**src/rtl/pipe_muxn_if.sv**
```systemverilog
`default_nettype none
// ============================================================================
//  Module   : pipe_muxn_if
//  Purpose  : Handshake/bus bundle for pipe_muxn. Groups the packed input
//             channels, the select, the valid/ready pairs on both sides, the
//             flush strobe and the status outputs (sel_err, xfer_cnt).
//  Modports : master - the side that drives words in and takes them out
//             slave  - the pipe_muxn block itself
//  Revision : 1.0 - initial release
// ============================================================================
interface pipe_muxn_if #(
    parameter int WIDTH  = 32,
    parameter int NUM_IN = 4
);
    localparam int SEL_W = (NUM_IN > 1) ? $clog2(NUM_IN) : 1;

    logic [NUM_IN*WIDTH-1:0] in_data;
    logic [SEL_W-1:0]        sel;
    logic                    in_valid;
    logic                    in_ready;
    logic                    flush;
    logic [WIDTH-1:0]        out_data;
    logic [SEL_W-1:0]        out_sel;
    logic                    out_valid;
    logic                    out_ready;
    logic                    sel_err;
    logic [15:0]             xfer_cnt;

    modport master (
        output in_data, sel, in_valid, flush, out_ready,
        input  in_ready, out_data, out_sel, out_valid, sel_err, xfer_cnt
    );

    modport slave (
        input  in_data, sel, in_valid, flush, out_ready,
        output in_ready, out_data, out_sel, out_valid, sel_err, xfer_cnt
    );
endinterface
`default_nettype wire

```
**src/rtl/pipe_muxn.sv**
```systemverilog
`default_nettype none
// ============================================================================
//  Module   : pipe_muxn
//  Purpose  : Registered N:1 datapath multiplexer with valid/ready handshake
//             and a two-entry skid buffer (main register M feeds the output,
//             skid register S absorbs one word while downstream stalls).
//             Supports synchronous flush, out-of-range select detection and
//             a 16-bit delivered-word counter.
//  Ports    : clk    - rising-edge clock
//             rst_n  - asynchronous active-low reset
//             bus    - pipe_muxn_if.slave: in_data/sel/in_valid/in_ready,
//                      flush, out_data/out_sel/out_valid/out_ready,
//                      sel_err, xfer_cnt
//  Revision : 1.0 - initial release
// ============================================================================
module pipe_muxn #(
    parameter int WIDTH  = 32,
    parameter int NUM_IN = 4
) (
    input  wire logic   clk,
    input  wire logic   rst_n,
    pipe_muxn_if.slave  bus
);
    localparam int SEL_W   = (NUM_IN > 1) ? $clog2(NUM_IN) : 1;
    localparam int c_CNT_W = 16;

    // Encoding is {S.valid, M.valid}; 2'b10 cannot be reached because S only
    // fills while M is already holding a word.
    typedef enum logic [1:0] {
        EMPTY = 2'b00,
        ONE   = 2'b01,
        FULL  = 2'b11
    } state_t;

    state_t             r_state;
    logic [WIDTH-1:0]   r_m_data;
    logic [SEL_W-1:0]   r_m_sel;
    logic [WIDTH-1:0]   r_s_data;
    logic [SEL_W-1:0]   r_s_sel;
    logic               r_sel_err;
    logic [c_CNT_W-1:0] r_xfer_cnt;

    logic [WIDTH-1:0]   w_chan [NUM_IN];
    logic [WIDTH-1:0]   w_sel_data;
    logic               w_sel_oob;
    logic               w_m_valid;
    logic               w_s_valid;
    logic               w_accept;
    logic               w_deliver;
    logic               w_load_m_new;
    logic               w_load_m_skid;
    logic               w_load_s_new;

    // ------------------------------------------------------------------
    // Input channel selection
    // ------------------------------------------------------------------
    generate
        for (genvar k = 0; k < NUM_IN; k++) begin : g_chan
            assign w_chan[k] = bus.in_data[k*WIDTH +: WIDTH];
        end
    endgenerate

    // A select with no matching channel leaves the default of zero, which
    // is exactly the data stored for an out-of-range select.
    always_comb begin
        w_sel_data = '0;
        for (int k = 0; k < NUM_IN; k++) begin
            if (bus.sel == SEL_W'(k)) begin
                w_sel_data = w_chan[k];
            end
        end
    end

    // One extra bit so NUM_IN itself is representable for the compare.
    assign w_sel_oob = ({1'b0, bus.sel} >= (SEL_W+1)'(NUM_IN));

    // ------------------------------------------------------------------
    // Handshake decode
    // ------------------------------------------------------------------
    assign w_m_valid = r_state[0];
    assign w_s_valid = r_state[1];

    // in_ready depends only on the skid valid bit, so out_ready never
    // reaches in_ready combinationally.
    assign w_accept  = bus.in_valid && !w_s_valid;
    assign w_deliver = w_m_valid && bus.out_ready;

    assign w_load_m_new  = w_accept && (!w_m_valid || w_deliver);
    assign w_load_s_new  = w_accept && w_m_valid && !w_deliver;
    assign w_load_m_skid = w_deliver && w_s_valid;

    // ------------------------------------------------------------------
    // Control state, error pulse and transfer counter
    // ------------------------------------------------------------------
    always_ff @(posedge clk or negedge rst_n) begin
        if (!rst_n) begin
            r_state    <= EMPTY;
            r_sel_err  <= 1'b0;
            r_xfer_cnt <= '0;
        end else begin
            // A word accepted in a flush cycle is discarded and never flagged.
            r_sel_err <= w_accept && w_sel_oob && !bus.flush;

            // A delivery in a flush cycle still counts: downstream took it.
            if (w_deliver) begin
                r_xfer_cnt <= r_xfer_cnt + c_CNT_W'(1);
            end

            if (bus.flush) begin
                r_state <= EMPTY;
            end else begin
                case (r_state)
                    EMPTY: begin
                        if (w_accept) begin
                            r_state <= ONE;
                        end
                    end
                    ONE: begin
                        if (w_accept && !w_deliver) begin
                            r_state <= FULL;
                        end else if (!w_accept && w_deliver) begin
                            r_state <= EMPTY;
                        end
                    end
                    FULL: begin
                        // in_ready is low here, so only a delivery can occur.
                        if (w_deliver) begin
                            r_state <= ONE;
                        end
                    end
                    default: r_state <= EMPTY;
                endcase
            end
        end
    end

    // ------------------------------------------------------------------
    // Data registers (no reset; qualified by the valid bits above)
    // ------------------------------------------------------------------
    always_ff @(posedge clk) begin
        if (w_load_m_new) begin
            r_m_data <= w_sel_data;
            r_m_sel  <= bus.sel;
        end else if (w_load_m_skid) begin
            r_m_data <= r_s_data;
            r_m_sel  <= r_s_sel;
        end

        if (w_load_s_new) begin
            r_s_data <= w_sel_data;
            r_s_sel  <= bus.sel;
        end
    end

    // ------------------------------------------------------------------
    // Outputs
    // ------------------------------------------------------------------
    // The data registers carry no reset, so the output word and select are
    // forced to zero whenever M is empty; this also gives zeros while rst_n
    // is held low.
    assign bus.out_data  = w_m_valid ? r_m_data : '0;
    assign bus.out_sel   = w_m_valid ? r_m_sel  : '0;
    assign bus.out_valid = w_m_valid;
    assign bus.in_ready  = !w_s_valid;
    assign bus.sel_err   = r_sel_err;
    assign bus.xfer_cnt  = r_xfer_cnt;

endmodule
`default_nettype wire

```
**src/flat_wrapper.sv**
```systemverilog
// flat-port wrapper written by rule: the top's interface ports become plain ports
module pipe_muxn_flat 
#(
    parameter int WIDTH  = 32,
    parameter int NUM_IN = 4
)
  (clk, rst_n, bus_in_data, bus_sel, bus_in_valid, bus_flush, bus_out_ready, bus_in_ready, bus_out_data, bus_out_sel, bus_out_valid, bus_sel_err, bus_xfer_cnt);
  pipe_muxn_if #(.WIDTH(WIDTH), .NUM_IN(NUM_IN)) bus_i ();
  input  wire logic clk;
  input  wire logic rst_n;
  input wire logic [$bits(bus_i.in_data)-1:0] bus_in_data;
  input wire logic [$bits(bus_i.sel)-1:0] bus_sel;
  input wire logic [$bits(bus_i.in_valid)-1:0] bus_in_valid;
  input wire logic [$bits(bus_i.flush)-1:0] bus_flush;
  input wire logic [$bits(bus_i.out_ready)-1:0] bus_out_ready;
  output wire logic [$bits(bus_i.in_ready)-1:0] bus_in_ready;
  output wire logic [$bits(bus_i.out_data)-1:0] bus_out_data;
  output wire logic [$bits(bus_i.out_sel)-1:0] bus_out_sel;
  output wire logic [$bits(bus_i.out_valid)-1:0] bus_out_valid;
  output wire logic [$bits(bus_i.sel_err)-1:0] bus_sel_err;
  output wire logic [$bits(bus_i.xfer_cnt)-1:0] bus_xfer_cnt;
  assign bus_i.in_data = bus_in_data;
  assign bus_i.sel = bus_sel;
  assign bus_i.in_valid = bus_in_valid;
  assign bus_i.flush = bus_flush;
  assign bus_i.out_ready = bus_out_ready;
  assign bus_in_ready = bus_i.in_ready;
  assign bus_out_data = bus_i.out_data;
  assign bus_out_sel = bus_i.out_sel;
  assign bus_out_valid = bus_i.out_valid;
  assign bus_sel_err = bus_i.sel_err;
  assign bus_xfer_cnt = bus_i.xfer_cnt;
  pipe_muxn #(.WIDTH(WIDTH), .NUM_IN(NUM_IN)) u_core (.clk(clk), .rst_n(rst_n), .bus(bus_i));
endmodule
```
**config.mk**
```make
export PLATFORM = sky130hd
export DESIGN_NAME = pipe_muxn_flat
export DESIGN_NICKNAME = d
export VERILOG_FILES = /design/src/rtl/pipe_muxn_if.sv /design/src/rtl/pipe_muxn.sv /design/src/flat_wrapper.sv
export SDC_FILE = /design/constraint.sdc
export NUM_CORES = 1
export LEC_CHECK = 0
export ABC_AREA = 1
export CAP_MARGIN = 20
export CORE_UTILIZATION = 46
export DETAILED_ROUTE_END_ITERATION = 8
export PLACE_DENSITY = 0.84
export SYNTH_ARGS = -nofsm -noshare
export SYNTH_HDL_FRONTEND = slang
export SYNTH_SLANG_ARGS = --single-unit
export TNS_END_PERCENT = 5
```
**constraint.sdc**
```tcl
create_clock -name clk -period 7.3 [get_ports clk]
set_input_delay 1.46 -clock clk [delete_from_list [all_inputs] [get_ports clk]]
set_output_delay 1.46 -clock clk [all_outputs]
set_load 0.02 [all_outputs]
```
# After elaboration in Yosys (flattened, before gate mapping)
# Cells that the tools add are included.
dict set report word_totals {
  ff_bits 86
  input_bits 135
  out_inout_bits 53
  word_cells 48
}
dict set report op_classes {
  add_sub_neg 1
  n_eq_ne 8
  n_mux 16
  n_reduce_logical 17
}
# cell n
set ops {}
lappend ops {{two-way mux 32 bit} 7}
lappend ops {{adder 16 x 1 -> 16 bit, second input constant} 1}
lappend ops {{two-way mux 2 bit} 8}
lappend ops {{logical AND 1 bit} 8}
lappend ops {{== test 2 bit, second input constant} 3}
lappend ops {{!= test 3 x 2 -> 1 bit, second input constant} 2}
lappend ops {{one-hot mux 2 bit (3 select lines)} 1}
lappend ops {{== test 2 x 1 -> 1 bit, second input constant} 2}
lappend ops {{logical NOT 1 bit} 4}
lappend ops {{logical NOT 2 bit} 2}
lappend ops {{!= test 4 x 2 -> 1 bit, second input constant} 1}
lappend ops {{AND reduction 3 bit} 1}
lappend ops {{nonzero test 2 bit} 1}
lappend ops {{logical OR 1 bit} 1}

# Logic depth before layout (Yosys ltp)
# Gate-level depths: netlist of the first run.
dict set report depth {
  ltp_word 8
  ltp_mapped 8
  ltp_nobuf 8
}

# Least setup slack after synthesis of the first run
# Ideal clock, no wire load.
dict set report synth_path {
  path_type {in2reg}
  from {input bus_out_ready}
  to {register u_core.r_m_data[0], enable pin}
  setup_ns 0.472
  arrival_ns 4.022
  required_ns 6.828
  setup_slack_ns 2.806
  path_stages 2
  path_buffers 0
  cell_sequence {nand2_2 > o21ai_0}
}
dict set report synth_via {
  elab_chain_len 4
  elab_cells_between_ends 5
  cone_classes {reduce/logical: 5}
}
# element line
set synth_rtl {}
lappend synth_rtl {{start, declared} flat_wrapper.sv:15} ;# input wire logic [$bits(bus_i.out_ready)-1:0] bus_out_ready;
lappend synth_rtl {{logical AND 1 bit *} pipe_muxn.sv:86} ;# assign w_deliver = w_m_valid && bus.out_ready;
lappend synth_rtl {{logical OR 1 bit} pipe_muxn.sv:88} ;# assign w_load_m_new = w_accept && (!w_m_valid || w_deliver);
lappend synth_rtl {{logical AND 1 bit} pipe_muxn.sv:88}
lappend synth_rtl {{nonzero test 2 bit (no line) *} -}
lappend synth_rtl {{end signal, assigned} pipe_muxn.sv:142} ;# r_m_data <= w_sel_data;
lappend synth_rtl {{end signal, assigned} pipe_muxn.sv:145} ;# r_m_data <= r_s_data;
lappend synth_rtl {{end, declared} pipe_muxn.sv:36} ;# logic [WIDTH-1:0] r_m_data;
# Every way passes the cells marked *; elsewhere a longest branch is shown, timed or not.
# A chain may end at the register's enable or synchronous reset.

# Worst setup path in the final report of the first run
dict set report layout_path {
  from {input bus_out_ready}
  to {register u_core.r_m_data[27] (data pin)}
}
dict set report layout_via {
  elab_chain_len 4
}
# element line
set layout_rtl {}
lappend layout_rtl {{logical AND 1 bit} pipe_muxn.sv:86}
lappend layout_rtl {{logical OR 1 bit} pipe_muxn.sv:88}
lappend layout_rtl {{logical AND 1 bit} pipe_muxn.sv:88}
lappend layout_rtl {{two-way mux 32 bit} pipe_muxn.sv:141} ;# if (w_load_m_new) begin
# Every way passes these cells.

==> results.cfg, run 1 <==
[grt]
grt_pass1_wl_mm = 21.22
grt_usage_pct = 24.57
grt_max_degree = 42
grt_overflow = 0
grt_pass1_vias = 4530
grt_antenna_before_repair = 0

[timing]
skew_ps = 10.17
period_share_pct = 49.32
rsz0062_at_grt = no
tns_ps = 0
tightest_slew_ps = 1007
setup_viol_count_final = 0
max_slew_margin_pct = 32.65
hold_slack_ps = 521.9
maxSlewViolCount = 0
max_freq_mhz = 277.7
postLayoutSetupSlackWorst_ps = 3699
hold_viol = 0
min_period_ps = 3601

[worst_setup_path]
endpoint_kind = flip-flop
r2r.worst_path.cells = 7
crit_fanout = 38
r2r_slack_ps = 4360
arrival_ps = 3700
r2r_start = u_core.r_state[0]
startpoint_type = input pin
r2r_end = u_core.r_m_data[27]
cp_data_required_time_ps = 7400
path_class = input pin to flip-flop

[clock_network]
numCtsBuffers = 9
cts_tree = done
cts-htree-levels = 3
clock_path_buffers = 2
cts-hold-fix-buffers = 0
post_cts_buffers = 0
cts.sinks = 86
cts_resized = 0
clk_pin_slew_worst_paths_ps = 90
insertion_delay_ps = 350
cts-root-buf = clkbuf_8

[logic_synthesis]
avgSynthCellArea_um2 = 8.268
yosysTopAreaCell = edfxtp_1
netlist_instances = 587
synth_warnings = 0
syn_area_um2 = 4853
syn-num-nets = 728
synth_cell_types = 27
ys_seq_area_share_pct = 51.35
ys.flop_type = edfxtp_1
synth_top_area_share_pct = 42.07
async_reset_ff_share_pct = 20.93
ys_seq_elements = 86
synth.area.top_cells = edfxtp_1 42%, nand2_1 15%, dfrtp_1 9.3%
synth_edf_count = 68

[final_layout]
num_antenna_cells = 0
layout.cells.most_common = nand2_1
final_nets = 905
syn_to_final_growth_pct = 45.58
drive_above_1_share_pct = 4.551
layout_common_cells = 197 x nand2_1, 186 x clkdlybuf4s50_1, 73 x nand3_1
fin_util_pct = 68.75

[detailed_routing]
drc = 0
firstDrtPassIters = 7
wl_per_cell_um = 14.55
drt-initial-drc-count = 252
vias_per_cell = 5.084
vias = 4601
drtAntennaViolNets = 0
drt_wl_total_mm = 13.17

[power]
p_leak_uw = 0.003001
power.density_nw_per_um2 = 227.9
share_comb_of_total_power_pct = 39.7
switching_share_pct = 35.11
p_sw_uw = 565.4
power_frac_clock_pct = 18.5
intPower_uw = 1045
vdd_drop_max_mv = 0.1138
p_seq_share_pct = 41.9

[place]
dpl.hpwl_mm = 9.684
io_buffers = 186
place_ws_ps = 2949
gp_congestion = 0.8312

[worst_hold_path]
whs_endpoint = u_core.r_m_data[30]
holdPathStages = 2
hp-class = flip-flop to flip-flop
min_from = u_core.r_s_data[30]

[die]
die_area_um2 = 10970
dieWidth_um = 104.7
ios = 188
core-area_um2 = 10280
num_rows = 37
die_height_um = 104.7
floorplan.initialDensity_pct = 47.22

[outcome]
status = finished clean

[run]
drv_cap = 0
[registers in the layout, indices dropped and copies added, names as in the netlist]
| name | flops |
|---|---|
| u_core.r_m_data | 32 |
| u_core.r_s_data | 32 |
| u_core.r_s_sel | 2 |
| u_core.r_state | 2 |
| u_core.r_m_sel | 2 |
| u_core.bus.xfer_cnt | 16 |
[metrics by stage]
stage	area, um2	cells	total power, uW
final	7066	905	1610
after global routing	7066	905	1697
after CTS	6983	902	1600
after detailed placement	6809	886	1308
after global placement	6809	886	1289
after floorplan	4853	587	1011
[area by class of cell]
type | instances | area [um2]
clock buffer | 10 | 127.6
clock inverter | 6 | 46.29
fill | 825 | 3212
inverter | 52 | 195.2
multi-input combinational | 421 | 2052
sequential | 86 | 2492
tap | 136 | 170.2
timing repair buffer | 194 | 1982
[power groups by stage]
| stage | sequential, uW | combinational, uW | clock [uW] |
|---|---|---|---|
| 2_1_floorplan | 698 | 313 | 0 |
| 3_3_place_gp | 682 | 607 | 0 |
| 3_5_place_dp | 684 | 623 | 0 |
| 4_1_cts | 673 | 625 | 301 |
| 5_1_grt | 682 | 697 | 319 |
| 6_report | 674 | 639 | 297 |
[routing by layer]
layer  vias to the layer above  GRT usage (%)  wire length [um]
li1                       2251              -                 -
met1                      2115          29.12              5270
met2                       207          43.52              6602
met3                        28          4.741               971
met4                         0          10.16               320
met5                         -              0                 0
[cell usage after synthesis, types with 2 or more instances]
| master | number |
|---|---|
| nand2_2 | 2 |
| and2_1 | 31 |
| xor2_1 | 6 |
| o21ai_0 | 38 |
| ha_1 | 6 |
| edfxtp_1 | 68 |
| nand2_1 | 197 |
| clkbuf_1 | 11 |
| dfrtp_1 | 18 |
| nand3_1 | 73 |
| or2_0 | 29 |
| nand4_1 | 7 |
| or2_2 | 2 |
| nor2_2 | 2 |
| xnor2_1 | 4 |
| buf_2 | 10 |
| buf_4 | 6 |
| inv_1 | 51 |
| nor2_1 | 18 |
[critical path: stages]
cell and delay [ps]:
clkdlybuf4s50_1 520, o21ai_4 820, inv_1 430, buf_16 290, nand3_1 100, nand2_1 60
[kinds of logic (layout without fill, tap and decap cells)]
logic type                 count (synthesis)  count (layout)  share of synthesized area [%]
DFF                                       86              86                          51.35
adders and majority gates                  6               6                          1.547
and+or+nand+nor                          364             364                          34.03
xor gates and xnor gates                  10              10                          1.805
muxes                                      1               1                         0.2320
AOI/OAI and AO/OA                         39              39                          4.022
buffers and inverters                     80             262                          6.935
other                                      1               1                        0.07727
[worst max path at each step]
stage                  startpoint             endpoint  slack, ps  depth (start not counted)
CTS                 bus_out_ready  u_core.r_m_data[24]       3320                          5
detailed placement  bus_out_ready  u_core.r_m_data[24]       2950                          5
global placement    bus_out_ready  u_core.r_m_data[26]       3070                          5
finish              bus_out_ready  u_core.r_m_data[27]       3700                          6
floorplan           bus_out_ready   u_core.r_m_data[0]       2810                          2
global route        bus_out_ready   u_core.r_m_data[5]       3510                          6
(Power assumes the default switching activity.)
==> run 2, diff against run 1 <==
- CORE_UTILIZATION: 46 -> 40
- PLACE_DENSITY: 0.84 -> 0.77
- clock period: 7.3 -> 3 ns (I/O delays scaled with it)
==> results.cfg, run 2 (synthesized netlist as in run 1, its figures left out) <==
[worst_setup_path]
r2r_start = u_core.r_state[0]
endpoint_kind = output pin
crit_fanout = 41
r2r.worst_path.cells = 7
cpPeakStageDelay_ps = 600
crit_family = buffers and inverters
cp_data_required_time_ps = 2400
path_cells = buf_4 > nand2_1 > inv_1 > clkdlybuf4s50_1
arrival_ps = 1880
startpoint_type = flip-flop
r2r_slack_ps = 890
r2r_end = u_core.r_m_data[17]
worst-path-buf-inv = 3
path_class = flip-flop to output pin
crit_slowest_cell = clkdlybuf4s50_1

[clock_network]
cts_resized = 0
clk_pin_slew_worst_paths_ps = 60
cts-htree-levels = 3
cts.sinks = 86
cts_tree = done
cts-hold-fix-buffers = 0
clock_path_buffers = 2
cts-root-buf = clkbuf_16
insertion_delay_ps = 330
post_cts_buffers = 0
numCtsBuffers = 9

[timing]
rsz0062_at_grt = no
tns_ps = 0
max_slew_margin_pct = 45.45
max_freq_mhz = 402.5
postLayoutSetupSlackWorst_ps = 515.3
setup_viol_count_final = 0
maxSlewViolCount = 0
tightest_slew_ps = 815.7
skew_ps = 4.840
min_period_ps = 2485
period_share_pct = 82.82
hold_viol = 0

[detailed_routing]
drc = 5
drt-initial-drc-count = 268
firstDrtPassIters = 9
vias_per_cell = 5.025
drt_wl_total_mm = 14.13
wl_per_cell_um = 15.40
drtAntennaViolNets = 0
vias = 4613

[grt]
grt_pass1_vias = 4584
grt_max_degree = 42
grt_antenna_before_repair = 0
grt_pass1_wl_mm = 22.00
grt_usage_pct = 22.66
grt_overflow = 0

[die]
floorplan.initialDensity_pct = 41.79
die_height_um = 112.2
num_rows = 39
core-area_um2 = 11610
ios = 188
die_area_um2 = 12580
dieWidth_um = 112.2

[power]
share_comb_of_total_power_pct = 36.4
power_frac_clock_pct = 25.4
p_sw_uw = 1397
vdd_drop_max_mv = 0.2700
p_leak_uw = 0.003076
switching_share_pct = 32.60
intPower_uw = 2887
power.density_nw_per_um2 = 593.6
p_seq_share_pct = 38.2

[final_layout]
fin_cells = 918
drive_above_1_share_pct = 5.032
syn_to_final_growth_pct = 48.70
num_antenna_cells = 0
final_nets = 911
layout_common_cells = 197 x nand2_1, 186 x clkdlybuf4s50_1, 73 x nand3_1
layout.cells.most_common = nand2_1
multi_input_area_um2 = 2052
fill_cells = 1002
fin_util_pct = 62.14
seqCellArea_um2 = 2492

[run]
drv_cap = 0

[place]
io_buffers = 186
place_inst = 901
dpl.hpwl_mm = 10.72
place_ws_ps = 290.0
gp_congestion = 0.8802

[worst_hold_path]
holdPathStages = 2
whs_endpoint = u_core.r_m_data[0]
hp-class = flip-flop to flip-flop
min_from = u_core.r_s_data[0]

[outcome]
status = finished, violations left
violations = design-rule violations
## run 2: area by class of cell
cell class | count | share of cell area, %
multi-input cells | 421 | 28.43
well taps | 143 | 2.479
clock inverters | 6 | 0.8669
inverters | 52 | 2.705
clock buffers | 10 | 3.173
repair buffers | 200 | 27.81
flip-flops and latches | 86 | 34.54
## run 2: metal layers
layer / wire length, um / up-vias / track usage (%)
li1: - / 2265 / -
met4: 423 / 0 / 8.800
met2: 7136 / 212 / 40.66
met3: 1180 / 28 / 5.994
met1: 5393 / 2108 / 25.75
met5: 0 / - / 0
## run 2: stage by stage
| step | area, um2 | hold WS, ps | power [uW] |
|---|---|---|---|
| 2_1_floorplan | 4853 | 304.4 | 2456 |
| 3_3_place_gp | 6863 | 504.6 | 3161 |
| 3_5_place_dp | 6898 | 506.9 | 3210 |
| 4_1_cts | 7189 | 520.9 | 4293 |
| 5_1_grt | 7217 | 536.5 | 4504 |
| 6_report | 7217 | 521.6 | 4284 |
## run 2: worst max-delay path by stage
stage / startpoint / endpoint / slack [ps] / cells after the start
after detailed placement: bus_in_valid / u_core.r_m_data[25] / 290 / 7
final: u_core.r_state[0] / bus_out_data[11] / 520 / 4
after global placement: bus_out_ready / u_core.r_m_data[22] / 360 / 3
after CTS: u_core.r_state[0] / bus_out_data[11] / 500 / 4
after global routing: u_core.r_state[0] / bus_out_data[11] / 400 / 4
after floorplan: u_core.r_state[1] / u_core.r_s_data[0] / -550 / 3
## run 2: power by group through the flow
stage	sequential, uW	combinational, uW	clock, uW
after floorplan	1690	762	0
after global placement	1660	1500	0
after detailed placement	1660	1550	0
after CTS	1640	1560	1100
after global routing	1660	1700	1150
final	1640	1560	1090
## run 2: worst min-delay path: stages (launching register included)
cell and delay [ps]:
edfxtp_1 320, nand2_1 50, nand2_1 50
